$ cat src/rtl/spi_input_frontend_pkg.sv
// Shared constants for the SPI slave front end and control FSM.
// Chip-select levels, channel idle levels and default debounce sizing.
package spi_input_frontend_pkg;

    localparam logic CSON      = 1'b0;
    localparam logic CSOFF     = 1'b1;
    localparam logic MOSI_IDLE = 1'b0;

    localparam int unsigned DEFAULT_WAIT_TIME = 3;
    localparam int unsigned DEFAULT_CNT_WIDTH = 3;

    // True when a counter of cnt_width bits can hold wait_time.
    function automatic bit cnt_fits(input int unsigned wait_time, input int unsigned cnt_width);
        return (64'd1 << cnt_width) > 64'(wait_time);
    endfunction

endpackage

$ cat src/rtl/input_conditioner.sv
// Single-channel pad conditioner: 2-flop synchronizer, debounce counter and
// one-cycle edge pulses coincident with the conditioned level change.
module input_conditioner
    import spi_input_frontend_pkg::*;
#(
    parameter int unsigned WAIT_TIME = DEFAULT_WAIT_TIME,
    parameter int unsigned CNT_WIDTH = DEFAULT_CNT_WIDTH,
    parameter logic        IDLE      = 1'b0
) (
    input  logic clk,
    input  logic reset_n,
    input  logic noisysignal,
    output logic conditioned,
    output logic positiveedge,
    output logic negativeedge
);

    if (!cnt_fits(WAIT_TIME, CNT_WIDTH)) begin : gen_bad_cnt_width
        $error("input_conditioner: CNT_WIDTH too narrow for WAIT_TIME");
    end

    localparam logic [CNT_WIDTH-1:0] CntMax = CNT_WIDTH'(WAIT_TIME);

    logic                 s0_q, s0_d;
    logic                 s1_q, s1_d;
    logic                 cond_q, cond_d;
    logic                 pos_q, pos_d;
    logic                 neg_q, neg_d;
    logic [CNT_WIDTH-1:0] cnt_q, cnt_d;

    always_comb begin
        s0_d   = noisysignal;
        s1_d   = s0_q;
        cond_d = cond_q;
        cnt_d  = cnt_q;
        pos_d  = 1'b0;
        neg_d  = 1'b0;
        if (s1_q == cond_q) begin
            cnt_d = '0;
        end else if (cnt_q == CntMax) begin
            // Synchronized level has disagreed for WAIT_TIME+1 edges: accept it.
            cond_d = s1_q;
            cnt_d  = '0;
            pos_d  = s1_q;
            neg_d  = ~s1_q;
        end else begin
            cnt_d = cnt_q + CNT_WIDTH'(1);
        end
    end

    always_ff @(posedge clk) begin
        if (!reset_n) begin
            s0_q   <= IDLE;
            s1_q   <= IDLE;
            cond_q <= IDLE;
            cnt_q  <= '0;
            pos_q  <= 1'b0;
            neg_q  <= 1'b0;
        end else begin
            s0_q   <= s0_d;
            s1_q   <= s1_d;
            cond_q <= cond_d;
            cnt_q  <= cnt_d;
            pos_q  <= pos_d;
            neg_q  <= neg_d;
        end
    end

    assign conditioned  = cond_q;
    assign positiveedge = pos_q;
    assign negativeedge = neg_q;

endmodule

$ cat src/rtl/spi_input_frontend.sv
// SPI slave input front end: conditions SCLK, CS and MOSI pads into clean
// levels and edge pulses for the control FSM and shift registers.
module spi_input_frontend
    import spi_input_frontend_pkg::*;
#(
    parameter int unsigned WAIT_TIME = DEFAULT_WAIT_TIME,
    parameter int unsigned CNT_WIDTH = DEFAULT_CNT_WIDTH,
    parameter logic        SCLK_IDLE = 1'b0
) (
    input  logic clk,
    input  logic reset_n,
    input  logic sclk_raw,
    input  logic cs_raw,
    input  logic mosi_raw,
    output logic sclk_cond,
    output logic sclk_posedge,
    output logic sclk_negedge,
    output logic cs_cond,
    output logic cs_posedge,
    output logic cs_negedge,
    output logic mosi_cond
);

    // MOSI is sampled on sclk_posedge downstream, so its edges go nowhere.
    logic mosi_pos_unused;
    logic mosi_neg_unused;

    input_conditioner #(
        .WAIT_TIME(WAIT_TIME),
        .CNT_WIDTH(CNT_WIDTH),
        .IDLE     (SCLK_IDLE)
    ) u_sclk (
        .clk         (clk),
        .reset_n     (reset_n),
        .noisysignal (sclk_raw),
        .conditioned (sclk_cond),
        .positiveedge(sclk_posedge),
        .negativeedge(sclk_negedge)
    );

    input_conditioner #(
        .WAIT_TIME(WAIT_TIME),
        .CNT_WIDTH(CNT_WIDTH),
        .IDLE     (CSOFF)
    ) u_cs (
        .clk         (clk),
        .reset_n     (reset_n),
        .noisysignal (cs_raw),
        .conditioned (cs_cond),
        .positiveedge(cs_posedge),
        .negativeedge(cs_negedge)
    );

    input_conditioner #(
        .WAIT_TIME(WAIT_TIME),
        .CNT_WIDTH(CNT_WIDTH),
        .IDLE     (MOSI_IDLE)
    ) u_mosi (
        .clk         (clk),
        .reset_n     (reset_n),
        .noisysignal (mosi_raw),
        .conditioned (mosi_cond),
        .positiveedge(mosi_pos_unused),
        .negativeedge(mosi_neg_unused)
    );

endmodule
$ cat config.mk
export PLATFORM = sky130hd
export DESIGN_NAME = spi_input_frontend
export DESIGN_NICKNAME = d
export VERILOG_FILES = /design/src/rtl/spi_input_frontend_pkg.sv /design/src/rtl/input_conditioner.sv /design/src/rtl/spi_input_frontend.sv
export SDC_FILE = /design/constraint.sdc
export NUM_CORES = 1
export LEC_CHECK = 0
export BUFFER_PORTS_ARGS = -buffer_cell sky130_fd_sc_hd__buf_2
export CORE_MARGIN = 3
export CORE_UTILIZATION = 45
export DETAILED_ROUTE_END_ITERATION = 6
export PLACE_DENSITY_LB_ADDON = 0.3
export SYNTH_ARGS = -nofsm -noshare
export SYNTH_HDL_FRONTEND = slang
export SYNTH_SLANG_ARGS = --single-unit
$ cat constraint.sdc
create_clock -name clk -period 2.6 [get_ports clk]
set_clock_uncertainty 0.1 [all_clocks]
set_input_delay 0.13 -clock clk [delete_from_list [all_inputs] [get_ports clk]]
set_output_delay 0.13 -clock clk [all_outputs]
set_load 0.02 [all_outputs]
== Yosys cells after proc, flatten, opt, wreduce, memory -nomap -nowiden ==
Index checks and enable logic that the tools add are counted.

* Bits in registers: 22
* Input bits: 5
* Output and inout port bits: 7
* Logic and storage cells: 41

* $add $sub $neg: 3
* Equal/unequal tests: 6
* Bitwise operators: 8
* Reduce and logical (&&, ||, !) cells: 8

{| class="wikitable"
|+ Operators by type and width
! operator !! number
|-
| $reduce_or 3->1 || 5
|-
| $add 3x1->3 const B || 3
|-
| $eq 3x2->1 const B || 3
|-
| $not 1->1 || 8
|-
| $reduce_and 2->1 || 3
|-
| $eq 1x1->1 || 3
|}

== Depth between registers and ports, before layout ==
Gate-level depths: netlist of run 1.

* Depth after elaboration: 3
* Gate-level depth with buffers: 4
* Mapped depth without buffers: 4

== Modules after synthesis ==
A second synthesis of run 1 with hierarchy kept.

* Cell total of the unflattened synthesis: 66
* Area total of the unflattened synthesis: 823.3 um^2

{| class="wikitable"
|+ Modules (own cells, without submodules)
! module !! times used !! cells each !! area an instance (um^2) !! seq. area each (um^2)
|-
| input_conditioner (u_mosi ...) || 2 || 22 || 275.3 || 160.2
|-
| input_conditioner (u_cs) || 1 || 22 || 272.8 || 160.2
|}

== Least setup slack after synthesis of run 1 ==
Ideal clock, no wire load.

* Path type: flip-flop to flip-flop
* From: reg u_cs.cnt_q[0]
* To: reg u_cs.cnt_q[2]
* Setup time: 0.096 ns
* Arrival: 0.982 ns
* Required time: 2.404 ns
* Slack: 1.422 ns
* Cell stages (with the launch flop): 4
* Buffers on the path: 0
* Period minus slack after synthesis: 1.178 ns
* Path through: dfxtp_1 -> ha_1 -> ha_1 -> nor4b_1

* Word-level cells in the longest chain between the ends: 2
* Elaborated cells on any way between the ends: 3
* Those cells by class: add/sub: 1; eq/ne: 1; reduce/logical: 1

{| class="wikitable"
|+ Ends and longest elaborated chain
! item !! line !! source
|-
| from (decl) || input_conditioner.sv:29 || <nowiki>logic [CNT_WIDTH-1:0] cnt_q, cnt_d;</nowiki>
|-
| from (signal assigned) || input_conditioner.sv:63 || <nowiki>cnt_q <= cnt_d;</nowiki>
|-
| parallel branches: the longest is 2 deep, another holds $add 3x1->3 || - ||
|}

Parallel ways; which one is timed is not known.
A chain may end at the register's enable or synchronous reset.

== Final worst setup path of run 1 ==
* From: reg u_sclk.cnt_q[0]
* To: reg u_sclk.cnt_q[0]

* Word-level cells in the longest chain between the ends: 2
* Elaborated cells on any way between the ends: 3
* Those cells by class: add/sub: 1; eq/ne: 1; reduce/logical: 1

{| class="wikitable"
|+ Ends and longest elaborated chain
! item !! line
|-
| from (decl) || input_conditioner.sv:29
|-
| from (signal assigned) || input_conditioner.sv:63
|-
| parallel branches: the longest is 2 deep, another holds $add 3x1->3 || -
|}

Parallel ways; which one is timed is not known.

==> qor.txt, run 1 <==
status - completed
Worst Setup Slack, final - 1.33 ns
Fin Setup TNS - 0 ns
Syn-to-layout area delta - 15.4%
CTS H-tree depth - 1
number of failing setup endpoints in the final timing report - 0
smallest hold slack - 0.0361 ns
die height - 47.4 um
Clock Latency Late Sink - 0.29 ns
met3 wire length - 64 um
type of the setup path with the least slack - reg2reg
actual slew at the worst max-slew pin - 0.251 ns
sequential share of the synthesized area - 0.571
CTS tree - yes
power per unit of standard cell area - 568 mW/mm2
Die W - 47.4 um
Post-layout nets - 91
post-synthesis instance area - 771 um2
global route total overflow - 0
number of placed I/O pins - 12
gate count after technology mapping - 63
count of warnings emitted by yosys - 0
share of post-route cells with drive strength above 1 - 0.205
Vias - 474
dominant cell by count in the synthesized netlist - sky130_fd_sc_hd__dfxtp_1
Post CTS Setup Buffer Count - 0
worst-path fanout max - 5
Bufs and invs on worst path - 0
critical path's slowest cell - sky130_fd_sc_hd__dfxtp_1
worst slew slack as a fraction of its limit - 0.830
clock input transition at the sequential cells of the worst setup and hold paths - 0.10 ns
Detailed Route WL - 1.05 mm
routed length on met1 - 481 um
maximum number of pins on one net before global-route repair - 21
delay of the slowest cell on the worst path - 0.33 ns
library cell with the largest summed area after synthesis - sky130_fd_sc_hd__dfxtp_1
final critical-path required period - 1.27 ns
antenna violations before repair - 0
top cells by count, synth - sky130_fd_sc_hd__dfxtp_1 (22), sky130_fd_sc_hd__ha_1 (6), sky130_fd_sc_hd__nor4b_1 (6), sky130_fd_sc_hd__and2_1 (4), sky130_fd_sc_hd__nor3b_1 (4)
number of synthesized flops with an enable pin - 0
wire length on met2 - 494 um
Max-Cap Viols - 0
endpoint kind of the worst setup timing path - flop
Clock Root Buffer - sky130_fd_sc_hd__clkbuf_4
final period utilization - 0.487
share of flip-flops with an asynchronous set or reset after synthesis - 0
distinct cell type count after synthesis - 15
Crit path max-delay family - adder cells
standby leakage power - 0.355 nW
signal arrival time at the worst endpoint - 1.36 ns
wire length of the first global-routing pass - 1.61 mm
unrepaired setup endpoints after global routing - no
dpl hpwl - 743 um
mean instance size in the synthesized netlist - 12.2 um2
Core Rows - 14
vias in the first global route - 434
post-route antenna net violation count - 0
min-delay worst type - in2reg
number of buffers inserted by port buffering - 11
top cell type's share of synthesized area - 0.571
Max IR drop VDD - 0.434 mV
Iter 0 DRT Violations - 7
Final Slew Violations - 0
critical path data required time - 2.70 ns
Most Frequent Cell on Critical Path - sky130_fd_sc_hd__ha_1
number of diodes - 0
hold violation count in the final report - 0
drt via density - 5.04
Synth Net Count - 74
clock sink count - 22
total core area - 0.00156 mm2
largest cells by area after synthesis - sky130_fd_sc_hd__dfxtp_1 (57%), sky130_fd_sc_hd__ha_1 (9.7%), sky130_fd_sc_hd__nor4b_1 (6.8%)
crit path launch type - flop
global-route usage over all layers - 0.107
Total Die Area - 0.00225 mm2
routability-driven placement congestion ratio - 0.653
number of buffers on the longest clock path - 2
worst slack, placed - 1.35 ns
Remaining DRCs - 0
registers with the most flip-flops - u_cs.cnt_q (3), u_mosi.cnt_q (3), u_sclk.cnt_q (3)
DR top layer - met4
Max Clk Rate - 790 MHz
ys flop type - sky130_fd_sc_hd__dfxtp_1
number of buffers created by CTS - 3
post-DR wirelength/cell - 11.1 um
total of flip-flops plus latches after synthesis - 22
cells traversed along the worst timing path - ha_1 -> ha_1 -> nor4b_1
effective utilization at floorplan - 0.494
first-pass detailed-route iteration total - 2
==> cell usage in the layout, fill, tap and decap left out, types with 3 or more instances in the layout <==
cell type,n
sky130_fd_sc_hd__xnor2_1,3
sky130_fd_sc_hd__nor4b_1,6
sky130_fd_sc_hd__clkbuf_4,3
sky130_fd_sc_hd__ha_1,6
sky130_fd_sc_hd__dlygate4sd3_1,3
sky130_fd_sc_hd__nor3b_1,4
sky130_fd_sc_hd__and2_1,4
sky130_fd_sc_hd__nand2_1,3
sky130_fd_sc_hd__inv_1,3
sky130_fd_sc_hd__mux2i_1,3
sky130_fd_sc_hd__dfxtp_1,22
sky130_fd_sc_hd__buf_2,11
==> worst register-to-register path, cell delays in order, from the launching register on <==
cell and delay (ns):
sky130_fd_sc_hd__dfxtp_1 0.33, sky130_fd_sc_hd__ha_1 0.19, sky130_fd_sc_hd__ha_1 0.25, sky130_fd_sc_hd__nor4b_1 0.31
==> logic make-up (layout without fill, tap and decap cells) <==
family | after synthesis | after routing | synth area share
XOR/XNOR | 3 | 3 | 0.0341
multiplexers | 3 | 3 | 0.0390
flip-flops | 22 | 22 | 0.571
buffers and inverters | 5 | 20 | 0.0260
AND/OR/NAND/NOR | 24 | 24 | 0.232
adder cells (fa/ha/maj) | 6 | 6 | 0.0974
==> area by class of cell <==
cell class              count  area (um2)
fillers                   135         669
repair buffers             14        85.1
inverters                   3        11.3
well taps                  16        20.0
multi-input cells          36         310
clock buffers               3        22.5
flip-flops and latches     22         440
==> metal layers <==
metal  GRT usage  vias up
li1            -      248
met1       0.109      211
met2       0.179       13
met3      0.0690        2
met4      0.0331        0
met5           0        -
==> metrics by stage <==
step / util / instance area (um2) / power, W / instances
after floorplan: - / 771 / 0.000364 / 63
after global placement: 0.537 / 837 / 0.000368 / 88
after detailed placement: 0.537 / 837 / 0.000369 / 88
after CTS: 0.571 / 890 / 0.000512 / 94
after global routing: 0.571 / 890 / 0.000526 / 94
final: 0.571 / 890 / 0.000505 / 94
==> power by group <==
part	internal, W	total, W	switching, W
Combinational	0.0000117	0.0000189	0.00000718
Clock	0.0000539	0.000141	0.0000873
Sequential	0.000343	0.000345	0.00000281
Total	0.000408	0.000505	0.0000973
==> worst paths after layout <==
check | from | slack, ns | endpoint | cells past startpoint
min reg2reg | u_cs.s0_q | 0.32 | u_cs.s1_q | 1
max reg2reg | u_sclk.cnt_q[0] | 1.33 | u_sclk.cnt_q[0] | 3
max | u_sclk.cnt_q[0] | 1.33 | u_sclk.cnt_q[0] | 3
min | reset_n | 0.04 | u_cs.conditioned | 2
==> repair_timing <==
item	CTS	global route
gates resized for setup	0	0
hold buffers	3	0
hold endpoints to repair	3	0
Note: power is estimated with default switching activity, not from simulation.
==> run 2: changes to the inputs <==
- clock period: 2.6 -> 1.15 ns (I/O delays scaled with it)
==> qor.txt, run 2 (synthesis gave the netlist of run 1 again) <==
post-route antenna net violation count - 0
RR Startpoint - u_cs.cnt_q[1]
share of post-route cells with drive strength above 1 - 0.593
signal arrival time at the worst endpoint - 1.27 ns
maximum number of pins on one net before global-route repair - 21
cell count along the critical path - 3
Fin Setup TNS - -0.00600 ns
critical path data required time - 1.27 ns
area of placed instances - 845 um2
final critical-path required period - 1.16 ns
Die W - 47.4 um
unrepaired setup endpoints after global routing - yes
Remaining DRCs - 0
status - complete, but fails checks
power per unit of standard cell area - 1060 mW/mm2
Bufs and invs on worst path - 0
overall power consumption - 0.00118 W
Vias - 496
CTS H-tree depth - 1
wire length of the first global-routing pass - 2.08 mm
routability-driven placement congestion ratio - 0.647
type of the setup path with the least slack - reg2reg
final period utilization - 1.01
global-route usage over all layers - 0.140
worst-path fanout max - 1
effective utilization at floorplan - 0.494
violated checks - setup timing
number of buffers on the longest clock path - 2
drt via density - 5.11
standby leakage power - 0.399 nW
number of failing setup endpoints in the final timing report - 1
Worst Setup Slack, final - -0.00600 ns
dpl hpwl - 733 um
Clock Latency Late Sink - 0.30 ns
clock input transition at the sequential cells of the worst setup and hold paths - 0.11 ns
first-pass detailed-route iteration total - 3
endpoint kind of the worst setup timing path - flop
worst setup slack for register-to-register paths - -0.006 ns
clock sink count - 22
Most Frequent Cell on Critical Path - sky130_fd_sc_hd__ha_4
vias in the first global route - 493
min-delay worst type - reg2reg
FF-to-FF End - u_cs.cnt_q[2]
post-DR wirelength/cell - 13.3 um
Iter 0 DRT Violations - 3
Final Slew Violations - 0
Max Clk Rate - 865 MHz
Layout Utilization - 0.713
post-route standard cell area excluding fillers - 0.00111 mm2
number of diodes - 0
Core Rows - 14
Post-layout nets - 94
number of placed I/O pins - 12
number of buffers created by CTS - 3
global route total overflow - 0
worst reg2reg path depth - 3
termination of the worst setup path - u_cs.cnt_q[2]
die height - 47.4 um
Total Die Area - 0.00225 mm2
registers with the most flip-flops - u_cs.cnt_q (3), u_mosi.cnt_q (3), u_sclk.cnt_q (3)
instance count after placement with tap cells included - 88
final std cells w/o fill - 97
Clock Root Buffer - sky130_fd_sc_hd__clkbuf_4
hold violation count in the final report - 0
antenna violations before repair - 0
CP Launch Point - u_cs.cnt_q[1]
number of buffers inserted by port buffering - 11
Max-Cap Viols - 0
critical path's slowest cell - sky130_fd_sc_hd__dfxtp_2
Syn-to-layout area delta - 44.3%
Crit path max-delay family - adder cells
Detailed Route WL - 1.29 mm
cells traversed along the worst timing path - ha_4 -> ha_4 -> nor4b_4
CTS tree - yes
worst slew slack as a fraction of its limit - 0.765
most frequent cells in the layout - sky130_fd_sc_hd__dfxtp_1 (13), sky130_fd_sc_hd__buf_2 (11), sky130_fd_sc_hd__dfxtp_2 (9), sky130_fd_sc_hd__ha_4 (6)
crit path launch type - flop
most common cell after layout, fill and taps aside - sky130_fd_sc_hd__dfxtp_1
actual slew at the worst max-slew pin - 0.350 ns
total core area - 0.00156 mm2
Max IR drop VDD - 0.971 mV
delay of the slowest cell on the worst path - 0.35 ns
run 2: cell count changes in the layout (fill, tap and decap cells not counted), sizes merged:
cell / previous run / this run
buf: 11 / 13
dlygate4sd3: 3 / 4
run 2: routing by layer:
| layer | routed length (um) | vias up | global-route usage | share of wire |
|---|---|---|---|---|
| met3 | 46 | 4 | 0.0460 | 0.036 |
| met4 | 28 | 0 | 0.0994 | 0.022 |
| met5 | 0 | - | 0 | 0 |
| li1 | - | 254 | - | - |
| met2 | 634 | 10 | 0.209 | 0.49 |
| met1 | 584 | 228 | 0.167 | 0.45 |
run 2: cell type report:
cell class,instances,area (um2)
inverters,3,11.3
fillers,110,447
well taps,16,20.0
repair buffers,17,110
multi-input cells,36,497
clock buffers,3,22.5
flip-flops and latches,22,452
run 2: power breakdown:
part	switching, W	internal, W	total (W)
Clock	0.000215	0.000122	0.000337
Combinational	0.0000229	0.0000386	0.0000615
Sequential	0.00000983	0.000775	0.000785
Total	0.000248	0.000936	0.00118
run 2: repair_timing:
| action | in CTS | in global routing |
|---|---|---|
| pin swaps | 1 | 11 |
| setup buffers | 1 | 1 |
| resized for setup | 16 | 20 |
| setup endpoints to repair | 16 | 16 |
| hold buffers | 4 | 0 |
| endpoints found under the hold margin | 5 | 0 |
run 2: worst min-delay path by stage:
stage,endpoint,slack (ns),cells past startpoint,from
6_report,u_cs.s1_q,0.34,1,u_cs.s0_q
5_1_grt,u_sclk.cnt_q[0],0.35,1,u_sclk.cnt_q[0]
4_1_cts,u_sclk.cnt_q[0],0.32,1,u_sclk.cnt_q[0]
3_5_place_dp,u_cs.s0_q,0.16,2,cs_raw
3_3_place_gp,u_cs.s0_q,0.14,2,cs_raw
2_1_floorplan,u_cs.s0_q,0.06,1,cs_raw
run 2: stage by stage:
| stage | setup WS, ns | hold slack [ns] |
|---|---|---|
| 6_report | -0.00600 | 0.337 |
| 5_1_grt | -0.0493 | 0.352 |
| 4_1_cts | -0.00409 | 0.320 |
| 3_5_place_dp | -0.0775 | 0.158 |
| 3_3_place_gp | -0.0468 | 0.143 |
| 2_1_floorplan | 0.00204 | 0.0590 |
==> run 3: changes to the inputs <==
- clock period: 1.15 -> 1 ns (I/O delays scaled with it)
==> qor.txt, run 3 (synthesis gave the netlist of run 1 again) <==
Bufs and invs on worst path - 0
power per unit of standard cell area - 1210 mW/mm2
most common cell after layout, fill and taps aside - sky130_fd_sc_hd__dfxtp_1
Crit path max-delay family - flip-flops
maximum number of pins on one net before global-route repair - 19
post-DR wirelength/cell - 13.8 um
critical path's slowest cell - sky130_fd_sc_hd__dfxtp_4
die height - 47.4 um
vias in the first global route - 517
Final Slew Violations - 0
worst slew slack as a fraction of its limit - 0.691
actual slew at the worst max-slew pin - 0.460 ns
antenna violations before repair - 0
number of buffers on the longest clock path - 2
most frequent cells in the layout - sky130_fd_sc_hd__dfxtp_1 (13), sky130_fd_sc_hd__buf_4 (8), sky130_fd_sc_hd__dfxtp_2 (8), sky130_fd_sc_hd__buf_2 (7), sky130_fd_sc_hd__ha_4 (6)
signal arrival time at the worst endpoint - 1.28 ns
number of failing setup endpoints in the final timing report - 18
CTS tree - yes
Clock Root Buffer - sky130_fd_sc_hd__clkbuf_4
worst reg2reg path depth - 3
CTS H-tree depth - 1
global route total overflow - 0
Most Frequent Cell on Critical Path - sky130_fd_sc_hd__ha_4
worst-path fanout max - 2
Worst Setup Slack, final - -0.158 ns
Total Die Area - 0.00225 mm2
Fin Setup TNS - -1.78 ns
post-route antenna net violation count - 0
number of fill cells in the layout - 91
Vias - 521
cell count along the critical path - 3
registers with the most flip-flops - u_cs.cnt_q (3), u_mosi.cnt_q (3), u_sclk.cnt_q (3)
global-route usage over all layers - 0.156
final period utilization - 1.16
effective utilization at floorplan - 0.494
drt via density - 4.96
Post-layout nets - 101
standby leakage power - 0.461 nW
cells traversed along the worst timing path - ha_4 -> ha_4 -> nor4b_4
instance count after placement with tap cells included - 92
Die W - 47.4 um
crit path launch type - flop
WHS Path Cells - 3
Iter 0 DRT Violations - 3
worst hold start - reset_n
FF-to-FF End - u_sclk.cnt_q[2]
dpl hpwl - 836 um
smallest hold slack - 0.0404 ns
number of buffers inserted by port buffering - 11
number of buffers created by CTS - 3
unrepaired setup endpoints after global routing - yes
type of the setup path with the least slack - reg2reg
share of post-route cells with drive strength above 1 - 0.618
number of diodes - 0
Remaining DRCs - 0
clock sink count - 22
critical path data required time - 1.12 ns
Max Clk Rate - 863 MHz
min-delay worst type - in2reg
wire length of the first global-routing pass - 2.32 mm
Clock Latency Late Sink - 0.30 ns
routability-driven placement congestion ratio - 0.614
violated checks - setup timing
busiest layer in global routing - met2
status - complete, but fails checks
Core Rows - 14
terminating pin of the worst hold path - u_cs.positiveedge
first-pass detailed-route iteration total - 2
total core area - 0.00156 mm2
worst slack, placed - -0.151 ns
Max IR drop VDD - 1.05 mV
clock input transition at the sequential cells of the worst setup and hold paths - 0.11 ns
RR Startpoint - u_sclk.cnt_q[0]
hold violation count in the final report - 0
final critical-path required period - 1.16 ns
Detailed Route WL - 1.44 mm
final std cells w/o fill - 105
Syn-to-layout area delta - 55.7%
met3 capacity usage during global routing - 0.0345
global-route met2 utilization - 0.270
Max-Cap Viols - 0
delay of the slowest cell on the worst path - 0.37 ns
worst setup slack for register-to-register paths - -0.16 ns
met1 usage - 0.176
endpoint kind of the worst setup timing path - flop
number of placed I/O pins - 12
## run 3: where the power goes
| group | total [W] | internal, W | switching (W) |
|---|---|---|---|
| combinational | 0.0000788 | 0.0000481 | 0.0000307 |
| sequential | 0.000898 | 0.000889 | 0.00000883 |
| clock | 0.000474 | 0.000222 | 0.000252 |
| total | 0.00145 | 0.00116 | 0.000291 |
## run 3: how the worst max path moves through the flow
stage / from / endpoint / slack, ns
2_1_floorplan: u_sclk.cnt_q[0] / u_sclk.cnt_q[2] / -0.08
3_3_place_gp: u_cs.cnt_q[0] / u_cs.cnt_q[0] / -0.10
3_5_place_dp: u_sclk.cnt_q[0] / u_sclk.cnt_q[2] / -0.15
4_1_cts: u_sclk.cnt_q[0] / u_sclk.cnt_q[2] / -0.16
5_1_grt: u_cs.cnt_q[0] / u_cs.conditioned / -0.25
6_report: u_sclk.cnt_q[0] / u_sclk.cnt_q[2] / -0.16
## run 3: per-stage QoR
step | power (W) | instance area [um2] | utilization
final | 0.00145 | 1200 | 0.770
after global routing | 0.00151 | 1200 | 0.770
after CTS | 0.00146 | 1150 | 0.737
after detailed placement | 0.000971 | 987 | 0.633
after global placement | 0.000969 | 987 | 0.633
after floorplan | 0.000953 | 891 | -
## run 3: timing repair
action	CTS	global route
pin swaps	7	2
buffers inserted	4	1
setup endpoints to repair	18	19
endpoints found under the hold margin	5	0
hold buffers	4	0
gates resized for setup	13	9
## run 3: metal layers
| metal | part of all wire | wire length (um) | vias up |
|---|---|---|---|
| li1 | - | - | 269 |
| met2 | 0.52 | 749 | 9 |
| met5 | 0 | 0 | - |
| met4 | 0.016 | 23 | 0 |
| met1 | 0.44 | 633 | 239 |
| met3 | 0.026 | 37 | 4 |
## run 3: worst reg2reg max path, cell delays in order, from the launching register on
cell                      delay (ns)
sky130_fd_sc_hd__dfxtp_4        0.37
sky130_fd_sc_hd__ha_4           0.16
sky130_fd_sc_hd__ha_4           0.21
sky130_fd_sc_hd__nor4b_4        0.24
## run 3: cell type report
type / count / area (um2) / area share
Sequential cell: 22 / 454 / 0.379
Timing Repair Buffer: 24 / 188 / 0.156
Inverter: 3 / 11.3 / 0.00938
Tap cell: 16 / 20.0 / 0.0167
Clock buffer: 4 / 36.3 / 0.0302
Multi-Input combinational cell: 36 / 490 / 0.409
